## src/rtl/proc_in_multi_debounce.sv

```systemverilog
// Multi-channel asymmetric debounce plugin between frontend and user sides.
// Each channel: synchroniser, stable-level FSM, edge pulses, glitch counter.
module proc_in_multi_debounce #(
  parameter int CHANNELS    = 4,
  parameter int RISE_TICKS  = 125000,
  parameter int FALL_TICKS  = 125000,
  parameter int SYNC_STAGES = 2,
  parameter bit RESET_LEVEL = 1'b0,
  parameter int GLITCH_W    = 8
) (
  input  logic                         clock,
  input  logic                         reset,
  input  logic                         plugin_enable,
  output logic [CHANNELS-1:0]          internal_out,
  input  logic [CHANNELS-1:0]          internal_in,
  input  logic [CHANNELS-1:0]          virtual_out,
  output logic [CHANNELS-1:0]          virtual_in,
  output logic [CHANNELS-1:0]          rise_pulse,
  output logic [CHANNELS-1:0]          fall_pulse,
  output logic [CHANNELS*GLITCH_W-1:0] glitch_cnt,
  input  logic                         glitch_clr,
  output logic                         output_enable,
  output logic                         input_enable
);

  localparam int MAXT = (RISE_TICKS > FALL_TICKS) ?
                        RISE_TICKS : FALL_TICKS;
  localparam int CW   = (MAXT > 2) ? $clog2(MAXT) : 1;

  typedef enum logic [1:0] {
    STABLE_0,
    STABLE_1,
    CHECK_0,
    CHECK_1
  } state_t;

  if (RISE_TICKS < 2) begin : g_bad_rise
    $error("RISE_TICKS must be >= 2");
  end
  if (FALL_TICKS < 2) begin : g_bad_fall
    $error("FALL_TICKS must be >= 2");
  end
  if (SYNC_STAGES < 2) begin : g_bad_sync
    $error("SYNC_STAGES must be >= 2");
  end

  assign internal_out  = virtual_out;
  assign output_enable = 1'b1;
  assign input_enable  = 1'b1;

  for (genvar i = 0; i < CHANNELS; i++) begin : g_ch
    logic [SYNC_STAGES-1:0] sync_q;
    logic                   s;
    state_t                 state;
    logic [CW-1:0]          cnt;
    logic                   out_q;
    logic                   rise_q;
    logic                   fall_q;
    logic [GLITCH_W-1:0]    glitch;
    logic                   glitch_hit;

    always_ff @(posedge clock or negedge reset) begin
      if (!reset) begin
        sync_q <= {SYNC_STAGES{RESET_LEVEL}};
      end else begin
        sync_q <= {sync_q[SYNC_STAGES-2:0], internal_in[i]};
      end
    end

    assign s = sync_q[SYNC_STAGES-1];

    always_ff @(posedge clock or negedge reset) begin
      if (!reset) begin
        state  <= RESET_LEVEL ? STABLE_1 : STABLE_0;
        cnt    <= '0;
        out_q  <= RESET_LEVEL;
        rise_q <= 1'b0;
        fall_q <= 1'b0;
      end else begin
        rise_q <= 1'b0;
        fall_q <= 1'b0;
        if (!plugin_enable) begin
          state <= out_q ? STABLE_1 : STABLE_0;
          cnt   <= '0;
        end else begin
          unique case (state)
            STABLE_0: begin
              if (s) begin
                state <= CHECK_1;
                cnt   <= CW'(RISE_TICKS - 1);
              end
            end
            STABLE_1: begin
              if (!s) begin
                state <= CHECK_0;
                cnt   <= CW'(FALL_TICKS - 1);
              end
            end
            CHECK_1: begin
              if (!s) begin
                state <= STABLE_0;
                cnt   <= '0;
              end else if (cnt == CW'(1)) begin
                state  <= STABLE_1;
                cnt    <= '0;
                out_q  <= 1'b1;
                rise_q <= 1'b1;
              end else begin
                cnt <= cnt - 1'b1;
              end
            end
            CHECK_0: begin
              if (s) begin
                state <= STABLE_1;
                cnt   <= '0;
              end else if (cnt == CW'(1)) begin
                state  <= STABLE_0;
                cnt    <= '0;
                out_q  <= 1'b0;
                fall_q <= 1'b1;
              end else begin
                cnt <= cnt - 1'b1;
              end
            end
          endcase
        end
      end
    end

    // An aborted check is one where s returns to the committed level.
    assign glitch_hit = plugin_enable &&
                        (((state == CHECK_1) && !s) ||
                         ((state == CHECK_0) && s));

    always_ff @(posedge clock or negedge reset) begin
      if (!reset) begin
        glitch <= '0;
      end else if (glitch_clr) begin
        glitch <= '0;
      end else if (glitch_hit && !(&glitch)) begin
        glitch <= glitch + 1'b1;
      end
    end

    assign virtual_in[i] = out_q;
    assign rise_pulse[i] = rise_q;
    assign fall_pulse[i] = fall_q;
    assign glitch_cnt[i*GLITCH_W +: GLITCH_W] = glitch;
  end

endmodule

```

## config.mk

```make
export PLATFORM = sky130hd
export DESIGN_NAME = proc_in_multi_debounce
export DESIGN_NICKNAME = d
export VERILOG_FILES = /design/src/rtl/proc_in_multi_debounce.sv
export SDC_FILE = /design/constraint.sdc
export NUM_CORES = 1
export LEC_CHECK = 0
export CORE_ASPECT_RATIO = 1.5
export CORE_UTILIZATION = 35
export CTS_BUF_LIST = sky130_fd_sc_hd__clkbuf_8
export DETAILED_ROUTE_END_ITERATION = 10
export GPL_ROUTABILITY_DRIVEN = 0
export PLACE_DENSITY_LB_ADDON = 0.08
export RECOVER_POWER = 100
export SYNTH_ARGS = -nofsm -noshare
export SYNTH_HDL_FRONTEND = slang
export SYNTH_SLANG_ARGS = --single-unit
```

## constraint.sdc

```tcl
create_clock -name clock -period 6.3 [get_ports clock]
set_clock_uncertainty 0.2 [all_clocks]
set_input_delay 1.26 -clock clock [delete_from_list [all_inputs] [get_ports clock]]
set_output_delay 1.26 -clock clock [all_outputs]
set_load 0.01 [all_outputs]
```

==> results of run 1 <==
[power by group through the flow]
stage	Sequential, mW	Clock, mW	Combinational [mW]
after global placement	0.993	0	0.435
final	0.979	0.696	0.435
after CTS	0.979	0.731	0.443
after detailed placement	0.994	0	0.442
after global routing	0.993	0.757	0.494
after floorplan	0.967	0	0.344
[registers in the layout (all words and copies together) (netlist names)]
signal	flops
g_ch.cnt	68
g_ch.rise_q	4
g_ch.fall_q	4
g_ch.state	8
g_ch.out_q	4
g_ch.sync_q	8
g_ch.glitch	32
[layout make-up]
| cell class | count | area, um2 |
|---|---|---|
| clock inverter | 13 | 140 |
| fill | 1948 | 11300 |
| inverter | 19 | 71.3 |
| clock buffer | 18 | 248 |
| sequential | 128 | 3200 |
| multi-input combinational | 547 | 3280 |
| timing repair buffer | 55 | 531 |
| tap | 256 | 320 |
[routing by layer]
layer / up-vias / GRT usage, %
li1: 2729 / -
met3: 15 / 3.22
met5: - / 0
met4: 0 / 7.05
met2: 89 / 30.1
met1: 2747 / 21.2
[cells by family (layout without fill, tap and decap cells)]
kind of cell    after synthesis  count (layout)  synth area share, %
compound gates              168             168                 15.2
xor+xnor                     32              32                 4.12
fa+ha+maj                    12              12                 2.21
buf+inv                      63             105                 4.63
flops                       128             128                 47.1
mux                          16              16                 2.41
other cells                   1               2               0.0551
simple gates                317             317                 24.4
[per-stage QoR]
stage | worst slack, ps | power (mW) | area (um2)
after global placement | 2160 | 1.43 | 7420
after detailed placement | 2060 | 1.44 | 7420
after floorplan | 3310 | 1.31 | 6810
after CTS | 2550 | 2.15 | 7810
final | 2270 | 2.11 | 7790
after global routing | 1580 | 2.24 | 7790
[placed cells by master (no fill, tap or decap), types with 12 or more instances in the layout]
cell type                       count
sky130_fd_sc_hd__or3_1             12
sky130_fd_sc_hd__or4_1             14
sky130_fd_sc_hd__nand2_1           66
sky130_fd_sc_hd__dlygate4sd3_1     49
sky130_fd_sc_hd__o21ai_0           66
sky130_fd_sc_hd__ha_1              12
sky130_fd_sc_hd__xor2_1            22
sky130_fd_sc_hd__clkbuf_8          18
sky130_fd_sc_hd__a21oi_1           28
sky130_fd_sc_hd__dfrtp_1          128
sky130_fd_sc_hd__nor2_1            75
sky130_fd_sc_hd__nor4_1            15
sky130_fd_sc_hd__nand3_1           27
sky130_fd_sc_hd__nor3_1            34
sky130_fd_sc_hd__inv_1             20
sky130_fd_sc_hd__mux2i_1           13
sky130_fd_sc_hd__a31oi_1           15
[worst min path at each step]
stage          cells past startpoint         startpoint                 to  slack [ps]
2_1_floorplan                      0  g_ch[0].sync_q[0]  g_ch[0].sync_q[1]         130
3_3_place_gp                       0  g_ch[0].sync_q[0]  g_ch[0].sync_q[1]         130
3_5_place_dp                       0  g_ch[0].sync_q[0]  g_ch[0].sync_q[1]         140
4_1_cts                            0  g_ch[3].sync_q[0]  g_ch[3].sync_q[1]         140
5_1_grt                            0  g_ch[3].sync_q[0]  g_ch[3].sync_q[1]         140
6_report                           0  g_ch[3].sync_q[0]  g_ch[3].sync_q[1]         140
==> run_results.csv, run 1 <==
group,metric,value,unit
outcome,run_status,"finished, violations left",
outcome,violations,"capacitance limit, slew limit",
clock_tree,clock_latency_late_sink,440,ps
power_and_ir_drop,power_density,271,nW/um2
detailed_routing,via_per_instance_ratio,5.39,
grt,track_usage,17.5,%
synthesis,ys_ff_latch,128,
worst_setup_path,crit_path_end,"g_ch[0].glitch[4]",
floorplanning,fp.coreArea,19100,um2
grt,grt_overflow,0,
power_and_ir_drop,comb_power_share,20.6,%
synthesis,synth_cell_type_count,61,
power_and_ir_drop,power.share.switching,33.0,%
clock_tree,cts_tree,"done",
sta,post-route-period-util,64.0,%
finish,layout_area_growth_over_synthesis,14.4,%
power_and_ir_drop,internal_power,1.41,mW
synthesis,synthesized_instance_count,737,
worst_setup_path,cp-end-kind,"asynchronous set/reset pin",
detailed_routing,drt_pre_antenna_iters,4,
detailed_routing,total_wirelength_of_the_detailed_routed_design,16.3,mm
floorplanning,fp.dieH,173,um
power_and_ir_drop,power.switching,697,uW
clock_tree,ctsRootBufferMaster,"sky130_fd_sc_hd__clkbuf_8",
power_and_ir_drop,worst_ir_drop_vdd,0.000110,V
finish,num-nets-final,792,
synthesis,synth_edf_count,0,
synthesis,yosysSeqAreaShare,47.1,%
worst_setup_path,cp_num_cells,2,
synthesis,yosys_warnings,0,
worst_setup_path,worstPathMaxFanout,54,
detailed_routing,routed_wire_length_per_instance,15.7,um
placed_design,numPlacedInstances,1005,
power_and_ir_drop,power.clock.fraction,33.0,%
sta,final-setup-viol-count,0,
detailed_routing,drc_errors,0,
worst_setup_path,start_kind,"primary input",
worst_setup_path,cp_cell_sequence,"clkbuf_1 -> buf_4",
sta,unrepaired_setup_endpoints_after_global_routing,"false",
floorplanning,fp-row-count,62,
clock_tree,cts_setup_buffers,0,
clock_tree,clk_pin_slew_worst_paths,80,ps
placed_design,detailedPlacementHpwl,11.4,mm
worst_setup_path,setup.reg_to_reg.worst_slack,2350,ps
sta,pin_slew_with_the_least_headroom_to_its_limit,3190,ps
detailed_routing,detailroute.wirelength.met2,8.64,mm
worst_setup_path,reg2regPathDepth,5,
placed_design,place.port_buffers,51,
synthesis,synth_common_cells,"sky130_fd_sc_hd__dfrtp_1 (128), sky130_fd_sc_hd__nor2_1 (75), sky130_fd_sc_hd__nand2_1 (66)",
finish,layout.cells.non_filler,1036,
sta,final.hold.worst_slack,136,ps
finish,fraction_of_final_layout_cells_sized_beyond_drive_strength_1,6.03,%
worst_setup_path,cpMaxStageDelayCell,"sky130_fd_sc_hd__clkbuf_1",
synthesis,ys_async_sr_fraction,100,%
grt,wire_length_of_the_first_global_routing_pass,27.7,mm
detailed_routing,topRoutingLayerUsed,"met4",
detailed_routing,met3_wirelength,369,um
worst_setup_path,timing.critical_path.buf_inv,2,
synthesis,synth.largest_area_cell,"sky130_fd_sc_hd__dfrtp_1",
finish,final_core_utilization,40.8,%
finish,antenna-diode-count,0,
grt,grt_max_degree,55,
floorplanning,design.die.area,20000,um2
clock_tree,cts-root-to-sink-buffers,2,
clock_tree,cts_hold_buffers,0,
worst_setup_path,r2r-end,"g_ch[0].cnt[6]",
floorplanning,ioPinCount,62,
floorplanning,dieWidth,116,um
sta,finalMaxSlewViolations,68,
clock_tree,tritoncts_num_sinks,128,
sta,setup_tns,0,ps
clock_tree,tritoncts.num_buffers,17,
worst_setup_path,timing.critical_path.from,"reset",
worst_setup_path,critPathKind,"primary input to asynchronous set/reset pin",
sta,final_hold_viol_count,0,
synthesis,yosysTopAreaCellShare,47.1,%
synthesis,synth.most_common_cell,"sky130_fd_sc_hd__dfrtp_1",
sta,max_freq,0.248,GHz
sta,final.min_clock_period,4030,ps
synthesis,synthesis.area_per_instance,9.24,um2
sta,timing.max_slew.rel_slack,-113,%
power_and_ir_drop,seqPwrFrac,46.4,%
worst_hold_path,hold_class,"flip-flop to flip-flop",
floorplanning,initial_utilization,35.7,%
worst_setup_path,path_delay_family,"buffers and inverters",
clock_tree,cts.htree.levels,4,
detailed_routing,m1WireLength,7.03,mm
grt,antenna_violations_before_repair,0,
worst_setup_path,crit_required,6620,ps
job,max_cap_viol_count,2,
worst_setup_path,critPathArrivalTime,4350,ps
clock_tree,post_cts_resized,0,
worst_setup_path,worst_path_largest_cell_delay,2200,ps
synthesis,syn-cell-area,6810,um2
synthesis,synth.area.top_cells,"sky130_fd_sc_hd__dfrtp_1 (47%), sky130_fd_sc_hd__o21ai_0 (4.6%), sky130_fd_sc_hd__nor2_1 (4.1%), sky130_fd_sc_hd__nand2_1 (3.6%), sky130_fd_sc_hd__xor2_1 (2.8%)",
synthesis,synth-main-ff-cell,"sky130_fd_sc_hd__dfrtp_1",
power_and_ir_drop,leakage,3.40,nW
worst_setup_path,worstReg2RegStart,"g_ch[0].cnt[7]",
detailed_routing,detailedRoute.firstIterationViolations,276,
grt,grt_pass1_vias,5609,
detailed_routing,detailroute.via_count,5580,
detailed_routing,drtAntennaViolNets,0,
Note: power is estimated with default switching activity, not from simulation.
==> run 2: changes to the inputs <==
Clock period 6.3 ns to 3.4 ns, I/O delays scaled along.
==> run 2 against run 1 <==
  * The run still ends with capacitance limit, slew limit left
  * Non-clock buffer count is 11 higher
  * Combinational power is 90% higher
  * First-iteration DRC count down 11%
  * Critical endpoint is now g_ch[3].cnt[13]
  * Core utilization rose by 0.75 points
  * Sequential power increased by 86%
  * Wire length fell by 1.5%
  * Highest routed layer unchanged
  * Sequential share of layout area down 0.75 points
==> run_results.csv, run 2 (same netlist as run 1, synthesis figures left out) <==
group,metric,value,unit
outcome,run_status,"finished, violations left",
outcome,violations,"capacitance limit, slew limit",
finish,final.fill_count,1933,
clock_tree,post_cts_resized,0,
grt,wire_length_of_the_first_global_routing_pass,27.4,mm
placed_design,dp_slack,321,ps
clock_tree,cts.htree.levels,4,
worst_hold_path,hold_class,"flip-flop to flip-flop",
detailed_routing,via_per_instance_ratio,5.32,
sta,final_critical_path_setup_slack,504,ps
placed_design,detailedPlacementHpwl,10.9,mm
power_and_ir_drop,leakage,3.48,nW
finish,area_of_the_multi_input_gates,3270,um2
grt,grt_busiest_layer,"met2",
clock_tree,tritoncts_num_sinks,128,
finish,layout_commonest_cell,"sky130_fd_sc_hd__dfrtp_1",
floorplanning,ioPinCount,62,
sta,final-setup-viol-count,0,
sta,setup_tns,0,ps
grt,track_usage,17.3,%
clock_tree,ctsRootBufferMaster,"sky130_fd_sc_hd__clkbuf_8",
worst_setup_path,critPathKind,"flip-flop to flip-flop",
finish,num-nets-final,803,
grt,gr_util_met1,20.8,%
job,max_cap_viol_count,1,
grt,use_met2,30.7,%
detailed_routing,drt_pre_antenna_iters,4,
power_and_ir_drop,worst_ir_drop_vdd,0.000214,V
power_and_ir_drop,power_density,518,nW/um2
worst_setup_path,start_kind,"flip-flop",
sta,max_freq,0.345,GHz
floorplanning,fp.dieH,173,um
worst_setup_path,worstPathMaxFanout,8,
sta,final_hold_viol_count,0,
sta,final.min_clock_period,2900,ps
finish,largest_reg_flops,68,
clock_tree,cts-root-to-sink-buffers,2,
clock_tree,clk_pin_slew_worst_paths,80,ps
clock_tree,tritoncts.num_buffers,17,
detailed_routing,routed_wire_length_per_instance,15.3,um
detailed_routing,detailedRoute.firstIterationViolations,245,
floorplanning,initial_utilization,35.7,%
finish,layout_area_growth_over_synthesis,16.5,%
clock_tree,cts_setup_buffers,0,
finish,largest-register,"g_ch.cnt",
finish,final-seq-area,3200,um2
worst_setup_path,cp-end-kind,"flip-flop",
placed_design,place.port_buffers,51,
sta,unrepaired_setup_endpoints_after_global_routing,"false",
grt,antenna_violations_before_repair,0,
finish,largest_registers,"g_ch.cnt (68), g_ch.glitch (32)",
sta,post-route-period-util,85.2,%
grt,grt_overflow,0,
detailed_routing,detailroute.via_count,5577,
sta,finalMaxSlewViolations,129,
detailed_routing,drc_errors,0,
floorplanning,fp-row-count,62,
finish,most-common-layout-cells,"sky130_fd_sc_hd__dfrtp_1 (128), sky130_fd_sc_hd__nor2_1 (75), sky130_fd_sc_hd__o21ai_0 (67)",
detailed_routing,drtAntennaViolNets,0,
clock_tree,clock_latency_late_sink,450,ps
floorplanning,dieWidth,116,um
floorplanning,design.die.area,20000,um2
detailed_routing,total_wirelength_of_the_detailed_routed_design,16.1,mm
grt,grt_max_degree,129,
sta,pin_slew_with_the_least_headroom_to_its_limit,1770,ps
sta,timing.max_slew.rel_slack,-18.1,%
finish,fraction_of_final_layout_cells_sized_beyond_drive_strength_1,7.83,%
worst_setup_path,crit_required,3540,ps
finish,antenna-diode-count,0,
grt,gr-usage-met3,3.43,%
clock_tree,cts_hold_buffers,0,
worst_setup_path,critPathArrivalTime,3030,ps
clock_tree,cts_tree,"done",
floorplanning,fp.coreArea,19100,um2
grt,grt_pass1_vias,5493,
[run 2: cell count changes in the layout (fill, tap and decap cells not counted), moves of 2 or more]
cell and delta:
sky130_fd_sc_hd__clkbuf_4 +2, sky130_fd_sc_hd__clkinv_4 -2, sky130_fd_sc_hd__o21ai_1 -2, sky130_fd_sc_hd__buf_4 +8
sky130_fd_sc_hd__and2_0 +2, sky130_fd_sc_hd__and2_1 -2, sky130_fd_sc_hd__clkbuf_8 +3
[run 2: metrics by stage]
step | instances | hold WS [ps] | power, mW | instance area [um2] | util [%]
final | 1048 | 151 | 4.11 | 7930 | 41.6
after global routing | 1048 | 160 | 4.36 | 7930 | 41.6
after CTS | 1048 | 155 | 4.18 | 7970 | 41.8
after detailed placement | 1016 | 137 | 2.69 | 7530 | 39.5
after global placement | 1016 | 132 | 2.68 | 7530 | 39.5
after floorplan | 738 | 131 | 2.43 | 6810 | -
[run 2: worst max-delay path: stages, from the launching register on]
cell and delay, ps:
sky130_fd_sc_hd__dfrtp_1 410, sky130_fd_sc_hd__or4_1 540, sky130_fd_sc_hd__or3_1 460, sky130_fd_sc_hd__o21ai_0 790
sky130_fd_sc_hd__o21ai_0 210, sky130_fd_sc_hd__o311a_1 170
[run 2: cell type report]
| class | instances | area share (%) |
|---|---|---|
| clock buffer | 21 | 3.64 |
| clock inverter | 11 | 1.92 |
| inverter | 19 | 0.899 |
| multi-input combinational | 547 | 41.2 |
| sequential | 128 | 40.4 |
| tap | 256 | 4.04 |
| timing repair buffer | 66 | 7.89 |
[run 2: power breakdown]
part           total, mW  internal [mW]  switching, mW
registers           1.82           1.65          0.167
logic              0.828          0.328          0.500
clock network       1.46          0.809          0.650
[run 2: path summary, 6_finish.rpt]
path | from | to | slack (ps) | cells after the start
setup / recovery | g_ch[3].cnt[14] | g_ch[3].cnt[13] | 500 | 5
hold / removal | g_ch[1].sync_q[0] | g_ch[1].sync_q[1] | 150 | 0
setup reg to reg | g_ch[3].cnt[14] | g_ch[3].cnt[13] | 500 | 5
max in group asynchronous | reset | g_ch[1].cnt[3] | 1290 | 2
min in group asynchronous | reset | g_ch[2].cnt[13] | 640 | 2
hold reg to reg | g_ch[1].sync_q[0] | g_ch[1].sync_q[1] | 150 | 0
[run 2: layer usage]
layer	vias up	part of all wire, %
met1	2745	44
met2	75	52
met5	-	0
met4	0	1.3
li1	2746	-
met3	11	2.5
==> run 3: changes to the inputs <==
Settings changed: PLACE_DENSITY_LB_ADDON 0.08 to 0.25.
==> run 3 against run 2 <==
  * Combinational power is 1% higher
  * Sequential power barely moved
  * The run ends with capacitance limit left
  * Clock power about the same
  * Setup slack worse by 110 ps
  * Count of clock-buffer cells in the layout stayed put
==> run_results.csv, run 3 (same netlist as run 1, synthesis figures left out) <==
group,metric,value,unit
worst_setup_path,setup.reg_to_reg.worst_slack,550,ps
worst_setup_path,cp_num_cells,6,
detailed_routing,via_per_instance_ratio,5.35,
worst_hold_path,min-delay-start,"g_ch[3].sync_q[0]",
sta,timing.max_slew.rel_slack,0.104,%
grt,track_usage,17.7,%
detailed_routing,detailroute.via_count,5633,
clock_tree,cts_setup_buffers,0,
worst_hold_path,hold_class,"flip-flop to flip-flop",
worst_setup_path,crit_path_end,"g_ch[1].cnt[11]",
sta,final.min_clock_period,3000,ps
grt,wire_length_of_the_first_global_routing_pass,27.6,mm
worst_setup_path,worstReg2RegStart,"g_ch[3].cnt[13]",
sta,pin_slew_with_the_least_headroom_to_its_limit,1500,ps
outcome,run_status,"finished, violations left",
detailed_routing,drc_errors,0,
detailed_routing,met3_wirelength,534,um
clock_tree,clk_pin_slew_worst_paths,70,ps
finish,area_of_the_multi_input_gates,3280,um2
finish,antenna-diode-count,0,
clock_tree,tritoncts_num_sinks,128,
clock_tree,cts.htree.levels,4,
worst_setup_path,cpMaxStageDelayCell,"sky130_fd_sc_hd__dlygate4sd3_1",
finish,final.fill_count,1946,
power_and_ir_drop,power,4.14,mW
clock_tree,cts-root-to-sink-buffers,2,
finish,largest-register,"g_ch.cnt",
worst_setup_path,cp-end-kind,"flip-flop",
worst_setup_path,reg2regPathDepth,5,
floorplanning,design.die.area,20000,um2
clock_tree,cts_tree,"done",
floorplanning,fp.coreArea,19100,um2
worst_setup_path,critPathKind,"primary input to flip-flop",
detailed_routing,routed_wire_length_per_instance,15.6,um
detailed_routing,topRoutingLayerUsed,"met4",
placed_design,detailedPlacementHpwl,11.7,mm
finish,final-seq-area,3200,um2
sta,max_freq,0.333,GHz
worst_setup_path,r2r-end,"g_ch[3].cnt[13]",
finish,largest_reg_flops,68,
worst_setup_path,timing.critical_path.buf_inv,2,
clock_tree,tritoncts.num_buffers,17,
grt,grt_max_degree,58,
placed_design,place.port_buffers,51,
sta,final_hold_viol_count,0,
grt,grt_pass1_vias,5533,
power_and_ir_drop,worst_ir_drop_vdd,0.000255,V
floorplanning,fp.dieH,173,um
placed_design,post_detailed_placement_cell_area,7560,um2
detailed_routing,detailroute.wirelength.met2,8.40,mm
floorplanning,initial_utilization,35.7,%
detailed_routing,m1WireLength,7.13,mm
sta,finalMaxSlewViolations,0,
detailed_routing,total_wirelength_of_the_detailed_routed_design,16.5,mm
sta,final-setup-viol-count,0,
clock_tree,clock_latency_late_sink,460,ps
detailed_routing,detailedRoute.firstIterationViolations,341,
worst_setup_path,start_kind,"primary input",
worst_hold_path,hold_depth,0,
finish,largest_registers,"g_ch.cnt (68), g_ch.glitch (32)",
sta,setup_tns,0,ps
detailed_routing,drt_pre_antenna_iters,5,
sta,final.hold.worst_slack,154,ps
outcome,violations,"capacitance limit",
worst_setup_path,path_delay_family,"buffers and inverters",
clock_tree,cts_hold_buffers,1,
detailed_routing,drtAntennaViolNets,0,
finish,num-nets-final,809,
floorplanning,fp-row-count,62,
floorplanning,dieWidth,116,um
worst_setup_path,crit_required,3540,ps
power_and_ir_drop,power_density,520,nW/um2
sta,unrepaired_setup_endpoints_after_global_routing,"false",
finish,fraction_of_final_layout_cells_sized_beyond_drive_strength_1,7.53,%
finish,most-common-layout-cells,"sky130_fd_sc_hd__dfrtp_1 (128), sky130_fd_sc_hd__nor2_1 (75), sky130_fd_sc_hd__nand2_1 (66)",
worst_setup_path,timing.critical_path.from,"plugin_enable",
grt,grt_overflow,0,
worst_setup_path,worst_path_largest_cell_delay,770,ps
finish,final_core_utilization,41.7,%
grt,antenna_violations_before_repair,0,
finish,total_non_filler_cell_area_in_the_finished_layout,7970,um2
clock_tree,ctsRootBufferMaster,"sky130_fd_sc_hd__clkbuf_8",
finish,layout_area_growth_over_synthesis,17.0,%
worst_setup_path,worstPathMaxFanout,11,
power_and_ir_drop,leakage,3.50,nW
worst_setup_path,cp_cell_sequence,"dlygate4sd3_1 -> clkbuf_1 -> and2_0 -> nand2_1 -> or2_2 -> o311ai_0",
job,max_cap_viol_count,1,
clock_tree,post_cts_resized,0,
worst_setup_path,critPathArrivalTime,3140,ps
finish,layout_commonest_cell,"sky130_fd_sc_hd__dfrtp_1",
floorplanning,ioPinCount,62,
sta,post-route-period-util,88.3,%
-- run 3: worst min-delay path by stage --
stage | end
final | g_ch[3].sync_q[1]
after global routing | g_ch[3].sync_q[1]
after CTS | g_ch[1].sync_q[1]
after detailed placement | g_ch[1].sync_q[1]
after global placement | g_ch[0].sync_q[1]
after floorplan | g_ch[0].sync_q[1]
-- run 3: routing by layer --
layer,track usage [%],vias up
li1,-,2759
met1,21.2,2739
met2,29.9,106
met3,4.07,29
met4,7.64,0
met5,0,-
-- run 3: worst reg2reg max path: cells and delay by family (launching register included) --
kind	cells	cell delay (ps)
compound gates	3	1100
simple gates	2	1000
flops	1	420
-- run 3: final cells by class --
type / instances / area share [%]
clock buffer: 21 / 3.63
clock inverter: 10 / 1.99
inverter: 19 / 0.895
multi-input combinational: 547 / 41.1
sequential: 128 / 40.2
tap: 256 / 4.02
timing repair buffer: 72 / 8.11
-- run 3: report_power, final --
group / total, mW / internal [mW] / switching [mW]
logic: 0.839 / 0.334 / 0.504
clock network: 1.49 / 0.870 / 0.616
registers: 1.82 / 1.65 / 0.168
-- run 3: through the flow --
stage | setup slack [ps] | cells
2_1_floorplan | 987 | 738
3_3_place_gp | 287 | 1021
3_5_place_dp | 232 | 1021
4_1_cts | 554 | 1053
5_1_grt | 268 | 1053
6_report | 398 | 1053
